<file path="config.mk">
export PLATFORM = sky130hd
export DESIGN_NAME = coin_start_sequencer
export DESIGN_NICKNAME = d
export VERILOG_FILES = /design/src/rtl/coin_start_sequencer.sv
export SDC_FILE = /design/constraint.sdc
export NUM_CORES = 1
export LEC_CHECK = 0
export CORE_MARGIN = 4
export CORE_UTILIZATION = 28
export CTS_BUF_LIST = sky130_fd_sc_hd__clkbuf_4
export CTS_CLUSTER_DIAMETER = 100
export DETAILED_ROUTE_END_ITERATION = 10
export PLACE_DENSITY = 0.52
export SETUP_SLACK_MARGIN = 0.4
export SLEW_MARGIN = 20
export SYNTH_ARGS = -nofsm -noshare
export SYNTH_HDL_FRONTEND = slang
export SYNTH_SLANG_ARGS = --single-unit
</file>
<file path="constraint.sdc">
create_clock -name clk_sys -period 1.9 [get_ports clk_sys]
set_clock_uncertainty 0.2 [all_clocks]
set_input_delay 0.38 -clock clk_sys [delete_from_list [all_inputs] [get_ports clk_sys]]
set_output_delay 0.38 -clock clk_sys [all_outputs]
set_load 0.05 [all_outputs]
</file>
<file path="src/rtl/coin_start_sequencer.sv">
// Turns a raw Start 1P/2P press into a frame-timed coin pulse train followed by a
// start pulse, feeding the core's coin and select inputs.
module coin_start_sequencer #(
    parameter int COIN_FRAMES  = 4,
    parameter int GAP_FRAMES   = 8,
    parameter int START_FRAMES = 4
) (
    input  logic       clk_sys,
    input  logic       reset_n,
    input  logic       vblank,
    input  logic       req_start1,
    input  logic       req_start2,
    output logic       o_coin,
    output logic [1:0] o_start,
    output logic       busy
);

    typedef enum logic [2:0] {IDLE, COIN, GAP, START, RELEASE} state_t;

    state_t     state;
    logic [7:0] cnt;
    logic       coins_left;
    logic       sel;
    logic [1:0] s1, s2, prev;
    logic [1:0] fill;
    logic       vblank_d;
    logic       tick;
    logic       expire;
    logic [1:0] edge_req;

    if (COIN_FRAMES < 1 || COIN_FRAMES > 255) begin : g_bad_coin
        $error("COIN_FRAMES must be in 1..255");
    end
    if (GAP_FRAMES < 1 || GAP_FRAMES > 255) begin : g_bad_gap
        $error("GAP_FRAMES must be in 1..255");
    end
    if (START_FRAMES < 1 || START_FRAMES > 255) begin : g_bad_start
        $error("START_FRAMES must be in 1..255");
    end

    assign tick     = vblank & ~vblank_d;
    assign expire   = tick && (cnt == 8'd1);
    assign edge_req = s2 & ~prev;

    always_ff @(posedge clk_sys) begin
        if (!reset_n) begin
            state      <= IDLE;
            cnt        <= 8'd0;
            coins_left <= 1'b0;
            sel        <= 1'b0;
            s1         <= 2'b00;
            s2         <= 2'b00;
            prev       <= 2'b11;
            fill       <= 2'd0;
            vblank_d   <= 1'b0;
        end else begin
            s1       <= {req_start2, req_start1};
            s2       <= s1;
            vblank_d <= vblank;
            // prev holds its reset value of 1 until the synchroniser has refilled,
            // otherwise a button held through reset would look like a fresh press.
            if (fill != 2'd2) fill <= fill + 2'd1;
            else              prev <= s2;

            if (tick && cnt != 8'd0) cnt <= cnt - 8'd1;

            case (state)
                IDLE: begin
                    if (edge_req[0]) begin
                        sel        <= 1'b0;
                        coins_left <= 1'b0;
                        state      <= COIN;
                        cnt        <= 8'(COIN_FRAMES);
                    end else if (edge_req[1]) begin
                        sel        <= 1'b1;
                        coins_left <= 1'b1;
                        state      <= COIN;
                        cnt        <= 8'(COIN_FRAMES);
                    end
                end
                COIN: if (expire) begin
                    state <= GAP;
                    cnt   <= 8'(GAP_FRAMES);
                end
                GAP: if (expire) begin
                    if (coins_left) begin
                        coins_left <= 1'b0;
                        state      <= COIN;
                        cnt        <= 8'(COIN_FRAMES);
                    end else begin
                        state <= START;
                        cnt   <= 8'(START_FRAMES);
                    end
                end
                START:   if (expire) state <= RELEASE;
                RELEASE: if (s2 == 2'b00) state <= IDLE;
                default: state <= IDLE;
            endcase
        end
    end

    assign o_coin  = (state == COIN);
    assign o_start = (state == START) ? (sel ? 2'b10 : 2'b01) : 2'b00;
    assign busy    = (state != IDLE);

endmodule

</file>
# == Word-level counts from Yosys, hierarchy flattened ==
# Cells that the tools add are included.
# totals
ff_bits,22
out_inout_bits,4
elab_cells,57
# op_classes
n_addsub,2
eq_ne,11
mux,20
n_bitwise,4
reduce_logical,11
# ops
cell,count
2-to-1 mux 8 bit,5
case mux 8 bit (3 select lines),1
2-to-1 mux 3 bit,6
case mux 3 bit (5 select lines),1
equality test 8 x 1 -> 1 bit (second input constant),1
!= test 2 bit (second input constant),4
nonzero test 8 bit,1
subtractor 8 x 1 -> 8 bit (second input constant),1
equality test 3 x 2 -> 1 bit (second input constant),2
2-to-1 mux 2 bit,3
AND reduction 5 bit,1
nonzero test 2 bit,2
equality test 3 x 1 -> 1 bit (second input constant),1
equality test 3 bit (second input constant),1
logical NOT 3 bit,1
2-to-1 mux 1 bit,3
!= test 3 bit (second input constant),1
AND reduction 3 bit,1
nonzero test 3 bit,1
adder 2 x 1 -> 2 bit (second input constant),1
AND 2 bit,1
logical AND 1 bit,2
logical NOT 2 bit,1
!= test 2 x 1 -> 1 bit (second input constant),1
5 further kinds,5

# == Depth between registers and ports, before layout ==
# Gate-level depths: netlist of the first run.
# logic_depth
ltp_word,7
depth_mapped,6
depth_no_buf,6

# == Least setup slack after synthesis of the first run ==
# Ideal clock, no wire load.
# synth_path
path_kind,reg2reg
startpoint,register state[0]
endpoint,register cnt[0]
t_arrival_ns,2.181
setup_slack_ns,-0.606
stages_incl_launch_ff,5
n_path_buf,0
period_less_slack_ns,2.506
cell_sequence,dfxtp_1 nor3b_1 nand4_1 o211ai_2 nor2_1
# synth_via
elab_chain_cells,2
elab_cells_between_ends,4
classes_between,eq/ne (2); mux (1); reduce/logical (1)
# synth_lines
item,line_no,text
from (decl),20,state_t state;
from (signal assigned),47,state <= IDLE;
from (signal assigned),72,state <= COIN;
from (signal assigned),77,state <= COIN;
equality test 3 x 1 -> 1 bit,--,
named net o_coin,13,"output logic o_coin,"
case mux 8 bit (3 select lines),67,case (state)
to (signal assigned),65,if (tick && cnt != 8'd0) cnt <= cnt - 8'd1;
to (signal assigned),73,cnt <= 8'(COIN_FRAMES);
to (signal assigned),78,cnt <= 8'(COIN_FRAMES);
to (decl),21,logic [7:0] cnt;
# The timed path passes the listed nets, and every way through them passes these cells.
# A chain may end at the register's enable or synchronous reset.

# == Final worst setup path of the first run ==
# layout_path
startpoint,register state[1]
endpoint,output port busy
# layout_via
elab_chain_cells,1
# layout_lines
item,line_no,text
nonzero test 3 bit,104,assign busy = (state != IDLE);
to (decl),15,output logic busy
# Every way passes these cells.

==> impl_metrics.csv, run 1 <==
group,metric,value,unit
outcome,status,"completed",
route,vias,919,
route,routed_wl,2.33,mm
layout,antennaDiodeCount,0,
timing,fin_crit_sh,95.2,%
setup_path,cp-end-kind,"primary output",
timing,worst_slew_pin_slew,0.379,ns
timing,slew_headroom,74.5,%
global_route,antenna_found_initial,0,
clocking,htreeDepth,1,
synthesis,yosysSeqAreaShare,41.2,%
setup_path,slowest_delay,0.39,ns
timing,hold_violations,0,
pwr,p_per_area,1310,nW/um^2
timing,fin_crit,1.81,ns
synthesis,yosysWarnings,0,
synthesis,synthTopCellsByCount,"22 x dfxtp_1, 14 x nor2_1, 9 x and2_1, 6 x nand2_1, 5 x o21ai_0",
place,place_congestion,0.741,
layout,nets,156,
timing,setup_viol_count_final,0,
clocking,cts_inserted_buffers,3,
timing,max_clock_freq,553,MHz
synthesis,yosysMostFrequentCell,"dfxtp_1",
setup_path,cp.required,1.32,ns
die,initial_utilization,29.0,%
synthesis,synth_top_area_share,41.2,%
pwr,total_leakage_power,0.580,nW
clocking,clk_latency,0.30,ns
die,dieArea,4870,sq um
synthesis,synth-main-ff-cell,"dfxtp_1",
die,io_pins,9,
setup_path,crit_fanout,6,
synthesis,yosysTopAreaCell,"dfxtp_1",
die,die_x,69.8,microns
timing,hold_slack,0.239,ns
clocking,clkSinkCount,22,
timing,final_max_slew_viol_count,0,
synthesis,ys_ff_latch,22,
die,core-area,3690,sq um
synthesis,syn_area_per_cell,9.14,sq um
timing,timing.final.ws_setup,0.0916,ns
synthesis,synth_cell_types,39,
synthesis,synth_edf_count,0,
setup_path,cp-start-kind,"flip-flop",
hold_path,min_path_type,"flip-flop to flip-flop",
setup_path,worstPathArrival,1.23,ns
pwr,total_power,0.00209,W
place,place_hpwl,1.60,mm
place,portBuffers,8,
synthesis,syn_inst,117,
timing,rsz0062_at_grt,"yes",
route,drc_errors,0,
clocking,cts_tree,"done",
setup_path,crit_chain,"or3_4 > buf_6",
global_route,grt_pass1_vias,895,
route,post_drt_wl_per_cell,12.0,microns
global_route,grt_overflow,0,
job,cap_violations,0,
global_route,grt_max_degree,17,
route,drtIter0Drc,22,
clocking,cts.reportedPaths.clkPinSlew,0.12,ns
synthesis,netlist_area,1070,sq um
clocking,clock_path_buffers,2,
global_route,grt_usage,9.93,%
die,chipHeight,69.8,microns
route,vias_per_cell,4.71,
layout,area_growth,48.9,%
layout,drive_above_1_share,42.2,%
clocking,clock-root-buffer,"clkbuf_4",
timing,finalSetupTns,0,ns
place,dp_slack,-0.274,ns
die,num_rows,22,
setup_path,path_class,"flip-flop to primary output",
synthesis,synth.top_cells.by_area,"dfxtp_1 41%, and2_1 5.3%, nor2_1 4.9%",
clocking,hold_buffers,0,
setup_path,rrSetupSlack,0.20,ns
setup_path,cpMaxStageDelayCell,"dfxtp_4",
route,ant_nets,0,
route,drtPass1Iterations,4,
pwr,ir_worst_vdd,0.000726,V
synthesis,async_reset_ff_share,0,%
global_route,grt_pass1_wl,3.93,mm
synthesis,synth_nets,125,
==> repair_timing <==
item | in CTS | in global routing
setup endpoints to repair | 17 | 17
gates resized for setup | 32 | 12
buffers inserted | 6 | 5
pin swaps | 9 | 8
==> layout by cell type, fill, tap and decap left out, types with 3 or more instances in the layout <==
cell / instances
nand2_1: 5
dfxtp_4: 3
nor2_2: 3
a21boi_1: 5
o21ai_0: 3
buf_12: 3
dfxtp_1: 17
inv_1: 3
mux2i_1: 3
xnor2_1: 4
buf_6: 5
clkdlybuf4s50_1: 3
clkbuf_4: 3
nor2_1: 9
and2_1: 9
buf_4: 16
==> power by group <==
part,internal (W),switching (W),total [W]
registers,0.000573,0.000153,0.000726
clock network,0.0000765,0.000136,0.000212
logic,0.000608,0.000541,0.00115
total,0.00126,0.000829,0.00209
==> worst max-delay path, delay by kind of cell, from the launching register on <==
kind	cells	cell delay, ns
and+or+nand+nor	1	0.37
DFF	1	0.39
buffers and inverters	1	0.16
==> kinds of logic after synthesis <==
| logic type | after synthesis | synth area share [%] |
|---|---|---|
| simple gates | 55 | 31.7 |
| compound gates | 24 | 15.4 |
| flops | 22 | 41.2 |
| buf+inv | 6 | 2.11 |
| xor+xnor | 4 | 3.27 |
| mux | 3 | 2.81 |
| fa+ha+maj | 3 | 3.51 |
==> sequential cells by signal, indices dropped and copies added, names as in the netlist <==
signal	flops
prev	2
cnt	8
s1	2
coins_left	1
s2	2
vblank_d	1
fill	2
state	3
sel	1
==> metal layers <==
metal / global-route usage [%] / wire length, microns / vias up
met3: 2.03 / 59 / 2
li1: - / - / 472
met5: 0 / 0 / -
met4: 4.04 / 18 / 0
met2: 16.9 / 1210 / 7
met1: 12.1 / 1040 / 438
==> stage by stage <==
| step | cell area [sq um] | cells | util (%) |
|---|---|---|---|
| global placement | 1330 | 180 | 36.1 |
| global route | 1590 | 195 | 43.2 |
| floorplan | 1100 | 117 | - |
| CTS | 1500 | 190 | 40.6 |
| detailed placement | 1330 | 180 | 36.1 |
| finish | 1590 | 195 | 43.2 |
==> final timing paths <==
check                        startpoint           endpoint  depth (start not counted)
setup / recovery  state[1]$_SDFFE_PN0P_               busy                          2
setup reg to reg      cnt[1]$_SDFF_PN0_  cnt[1]$_SDFF_PN0_                          7
hold reg to reg        s1[0]$_SDFF_PN0_   s2[0]$_SDFF_PN0_                          1
hold / removal         s1[0]$_SDFF_PN0_   s2[0]$_SDFF_PN0_                          1
==> area by class of cell <==
type                    count  area [sq um]
flip-flops and latches     22           454
clock inverters             1          3.75
well taps                  48          60.1
clock buffers               3          22.5
multi-input cells          89           762
inverters                   4          15.0
fillers                   368          2100
repair buffers             28           275
(Power assumes the default switching activity.)
==> run 2, diff against run 1 <==
CORE_MARGIN = 2   (was 4)
==> impl_metrics.csv, run 2 (synthesized netlist as in run 1, its figures left out) <==
group,metric,value,unit
layout,area_growth,57.4,%
global_route,grt_pass1_wl,3.80,mm
job,cap_violations,0,
layout,drive_above_1_share,48.0,%
global_route,grt_pass1_vias,890,
layout,largest-register,"cnt",
place,place_hpwl,1.52,mm
clocking,clk_latency,0.31,ns
clocking,cts.reportedPaths.clkPinSlew,0.13,ns
die,initial_utilization,29.2,%
global_route,grt_overflow,0,
pwr,p_per_area,1340,nW/um^2
die,core-area,3660,sq um
setup_path,cpMaxStageDelayCell,"or3_4",
route,vias_per_cell,4.64,
timing,fin_crit_sh,96.3,%
outcome,status,"completed",
global_route,grt_max_degree,17,
layout,largest_reg_flops,8,
route,drtPass1Iterations,4,
timing,worst_slew_pin_slew,0.315,ns
setup_path,crit_family,"simple AND/OR/NAND/NOR gates",
die,num_rows,22,
global_route,antenna_found_initial,0,
layout,utilization,46.0,%
place,dp_cells,180,
setup_path,cp-start-kind,"flip-flop",
route,drc_errors,0,
clocking,cts_inserted_buffers,3,
setup_path,cp-end-kind,"primary output",
layout,nets,159,
place,place_congestion,0.787,
die,io_pins,9,
setup_path,path_class,"flip-flop to primary output",
timing,final_max_slew_viol_count,0,
route,drtIter0Drc,18,
layout,antennaDiodeCount,0,
layout,reg.largest.list,"cnt x8, state x3",
clocking,clock-root-buffer,"clkbuf_4",
timing,hold_violations,0,
die,die_x,65.8,microns
clocking,clkSinkCount,22,
layout,finalNonFillerCells,198,
setup_path,path_buf_inv,1,
layout,fill_cells,342,
timing,max_clock_freq,546,MHz
setup_path,crit_fanout,3,
pwr,total_leakage_power,0.620,nW
die,chipHeight,65.8,microns
clocking,clock_path_buffers,2,
layout,final_cell_mix,"16 x dfxtp_1, 16 x buf_4, 9 x and2_1, 9 x nor2_1, 7 x buf_6",
place,portBuffers,8,
timing,setup_viol_count_final,0,
clocking,hold_buffers,0,
setup_path,worstPathArrival,1.25,ns
setup_path,slowest_delay,0.40,ns
setup_path,crit_chain,"or3_4 > buf_8",
route,vias,918,
pwr,total_power,0.00226,W
die,dieArea,4330,sq um
setup_path,cp.required,1.32,ns
hold_path,min_path_type,"flip-flop to flip-flop",
timing,fin_crit,1.83,ns
timing,slew_headroom,79.0,%
clocking,cts_tree,"done",
route,ant_nets,0,
route,routed_wl,2.35,mm
route,post_drt_wl_per_cell,11.8,microns
clocking,htreeDepth,1,
global_route,grt_usage,11.3,%
pwr,ir_worst_vdd,0.000804,V
timing,rsz0062_at_grt,"yes",
==> run 2: timing repair <==
| item | in CTS | in global routing |
|---|---|---|
| setup endpoints to repair | 17 | 17 |
| pin swaps | 9 | 11 |
| buffers inserted | 8 | 6 |
| resized for setup | 31 | 26 |
==> run 2: path summary, 6_finish.rpt <==
kind,from,endpoint,slack (ns),cells past startpoint
worst max-delay path,state[1]$_SDFFE_PN0P_,busy,0.07,2
worst min-delay path,s1[0]$_SDFF_PN0_,s2[0]$_SDFF_PN0_,0.24,1
worst max register to register,cnt[1]$_SDFF_PN0_,cnt[3]$_SDFF_PN0_,0.15,8
worst min register to register,s1[0]$_SDFF_PN0_,s2[0]$_SDFF_PN0_,0.24,1
==> run 2: worst reg2reg max path: stages, from the launching register on <==
cell and delay (ns):
dfxtp_2 0.37, inv_4 0.05, ha_4 0.14, and4bb_2 0.26, a31oi_4 0.25, buf_6 0.14
buf_6 0.08, o22ai_2 0.06, a21boi_1 0.14
==> run 2: metrics by stage <==
step | instance area, sq um | worst slack (ns) | TNS, ns | hold WS (ns)
after detailed placement | 1330 | -0.276 | -1.90 | 0.217
after floorplan | 1100 | 0.300 | 0 | 0.206
after global routing | 1680 | 0.0258 | 0 | 0.266
after global placement | 1330 | -0.248 | -1.58 | 0.212
after CTS | 1530 | 0.0604 | 0 | 0.249
final | 1680 | 0.0701 | 0 | 0.242
==> run 2: final cells by class <==
class,instances,area [sq um],share of cell area (%)
Sequential cell,22,455,27.0
Inverter,4,17.5,1.04
Clock buffer,3,22.5,1.34
Tap cell,48,60.1,3.57
Multi-Input combinational cell,89,786,46.7
Timing Repair Buffer,31,313,18.6
Clock inverter,1,30.0,1.78
==> run 2: power by group <==
group	leakage (nW)	internal (W)	switching, W
combinational	0.408	0.000640	0.000524
sequential	0.184	0.000576	0.000156
clock	0.0279	0.000213	0.000153
==> run 2: routing by layer <==
| layer | vias up | routed length (microns) | track usage, % |
|---|---|---|---|
| met4 | 0 | 23 | 4.69 |
| li1 | 477 | - | - |
| met1 | 434 | 1060 | 12.9 |
| met5 | - | 0 | 0 |
| met3 | 2 | 41 | 1.70 |
| met2 | 5 | 1220 | 20.6 |
==> run 3, diff against run 2 <==
CTS_BUF_LIST = sky130_fd_sc_hd__clkbuf_4 sky130_fd_sc_hd__clkbuf_8   (was sky130_fd_sc_hd__clkbuf_4)
PLACE_DENSITY = default   (was 0.52)
==> impl_metrics.csv, run 3 (synthesized netlist as in run 1, its figures left out) <==
group,metric,value,unit
pwr,p_sw,0.000832,W
timing,rsz0062_at_grt,"yes",
global_route,use_met3,2.04,%
clocking,clock_path_buffers,2,
global_route,top_usage_layer,"met2",
die,io_pins,9,
layout,largest_reg_flops,8,
place,place_congestion,0.847,
layout,drive_above_1_share,49.0,%
global_route,use_met2,23.0,%
layout,final_cell_mix,"18 x buf_4, 17 x dfxtp_1, 9 x and2_1",
timing,worst_slew_pin_slew,0.341,ns
place,place_area,1330,sq um
setup_path,cp-end-kind,"primary output",
setup_path,crit_fanout,3,
job,cap_violations,0,
hold_path,min_path_type,"flip-flop to flip-flop",
layout,largest-register,"cnt",
clocking,cts.reportedPaths.clkPinSlew,0.08,ns
layout,antennaDiodeCount,0,
timing,fin_crit,1.77,ns
die,die_x,65.8,microns
pwr,power_frac_seq,31.9,%
die,initial_utilization,29.2,%
timing,hold_slack,0.237,ns
global_route,grt_pass1_vias,972,
pwr,p_int,0.00145,W
setup_path,path_class,"flip-flop to primary output",
setup_path,cp-start-kind,"flip-flop",
layout,mostFrequentLayoutCell,"buf_4",
pwr,pwr-share-comb,48.9,%
outcome,status,"completed",
timing,fin_crit_sh,93.1,%
route,routed_wl,2.49,mm
layout,finalNonFillerCells,197,
place,portBuffers,8,
route,drtPass1Iterations,4,
route,vias_per_cell,4.84,
pwr,total_leakage_power,0.621,nW
place,dp_cells,180,
global_route,grt_pass1_wl,4.41,mm
route,post_drt_wl_per_cell,12.6,microns
layout,nets,158,
timing,slew_headroom,77.2,%
layout,reg.largest.list,"cnt x8, state x3",
die,dieArea,4330,sq um
clocking,cts_inserted_buffers,3,
layout,fin_area,1690,sq um
timing,final_max_slew_viol_count,0,
pwr,ir_worst_vdd,0.000869,V
die,core-area,3660,sq um
timing,setup_viol_count_final,0,
clocking,htreeDepth,1,
pwr,switching_share,36.4,%
clocking,clock-root-buffer,"clkbuf_8",
route,drc_errors,0,
layout,multi_input_area,793,sq um
global_route,antenna_found_initial,0,
setup_path,worstPathArrival,1.19,ns
route,drtIter0Drc,40,
route,ant_nets,0,
pwr,clockPowerShare,19.2,%
layout,fill_cells,355,
setup_path,cp.required,1.32,ns
route,vias,954,
pwr,p_per_area,1350,nW/um^2
die,chipHeight,65.8,microns
layout,regArea,454,sq um
global_route,grt_overflow,0,
timing,max_clock_freq,566,MHz
global_route,met1_usage,15.9,%
place,place_hpwl,1.54,mm
clocking,clkSinkCount,22,
layout,utilization,46.1,%
layout,area_growth,57.8,%
global_route,grt_usage,13.2,%
global_route,grt_max_degree,17,
die,num_rows,22,
clocking,clk_latency,0.26,ns
clocking,cts_tree,"done",
timing,hold_violations,0,
run 3: power by group through the flow:
stage | combinational, W | clock, W | sequential [W]
floorplan | 0.000603 | 0 | 0.000681
global placement | 0.000804 | 0 | 0.000705
detailed placement | 0.000823 | 0 | 0.000709
CTS | 0.00103 | 0.000455 | 0.000703
global route | 0.00124 | 0.000469 | 0.000748
finish | 0.00112 | 0.000438 | 0.000729
run 3: per-stage QoR:
| stage | power, W | setup slack [ns] | setup TNS [ns] |
|---|---|---|---|
| after floorplan | 0.00128 | 0.300 | 0 |
| after global placement | 0.00151 | -0.215 | -1.26 |
| after detailed placement | 0.00153 | -0.225 | -1.65 |
| after CTS | 0.00219 | 0.127 | 0 |
| after global routing | 0.00245 | 0.0931 | 0 |
| final | 0.00228 | 0.132 | 0 |
run 3: critical path: stages, from the launching register on:
cell and delay, ns:
dfxtp_4 0.37, or3_4 0.40, buf_8 0.16
run 3: worst paths after layout:
kind / start / end / slack (ns) / depth (start not counted)
worst max-delay path: state[1]$_SDFFE_PN0P_ / busy / 0.13 / 2
worst min-delay path: s1[0]$_SDFF_PN0_ / s2[0]$_SDFF_PN0_ / 0.24 / 1
worst max register to register: cnt[1]$_SDFF_PN0_ / cnt[1]$_SDFF_PN0_ / 0.21 / 8
worst min register to register: s1[0]$_SDFF_PN0_ / s2[0]$_SDFF_PN0_ / 0.24 / 1
run 3: what timing repair did:
action,4_1_cts,5_1_grt
pin swaps,16,5
hold buffers,0,0
resized for setup,36,17
setup endpoints to repair,17,17
setup buffers,12,1
run 3: area by class of cell:
class,instances,area share (%)
inverter,4,0.890
clock buffer,3,2.45
timing repair buffer,30,17.4
multi-input combinational,89,47.0
tap,48,3.56
sequential,22,26.9
clock inverter,1,1.78
run 3: per-layer routing:
layer | vias to the layer above | share of wire [%]
met5 | - | 0
met4 | 0 | 1.8
met3 | 5 | 2.4
met2 | 12 | 49
met1 | 464 | 47
li1 | 473 | -
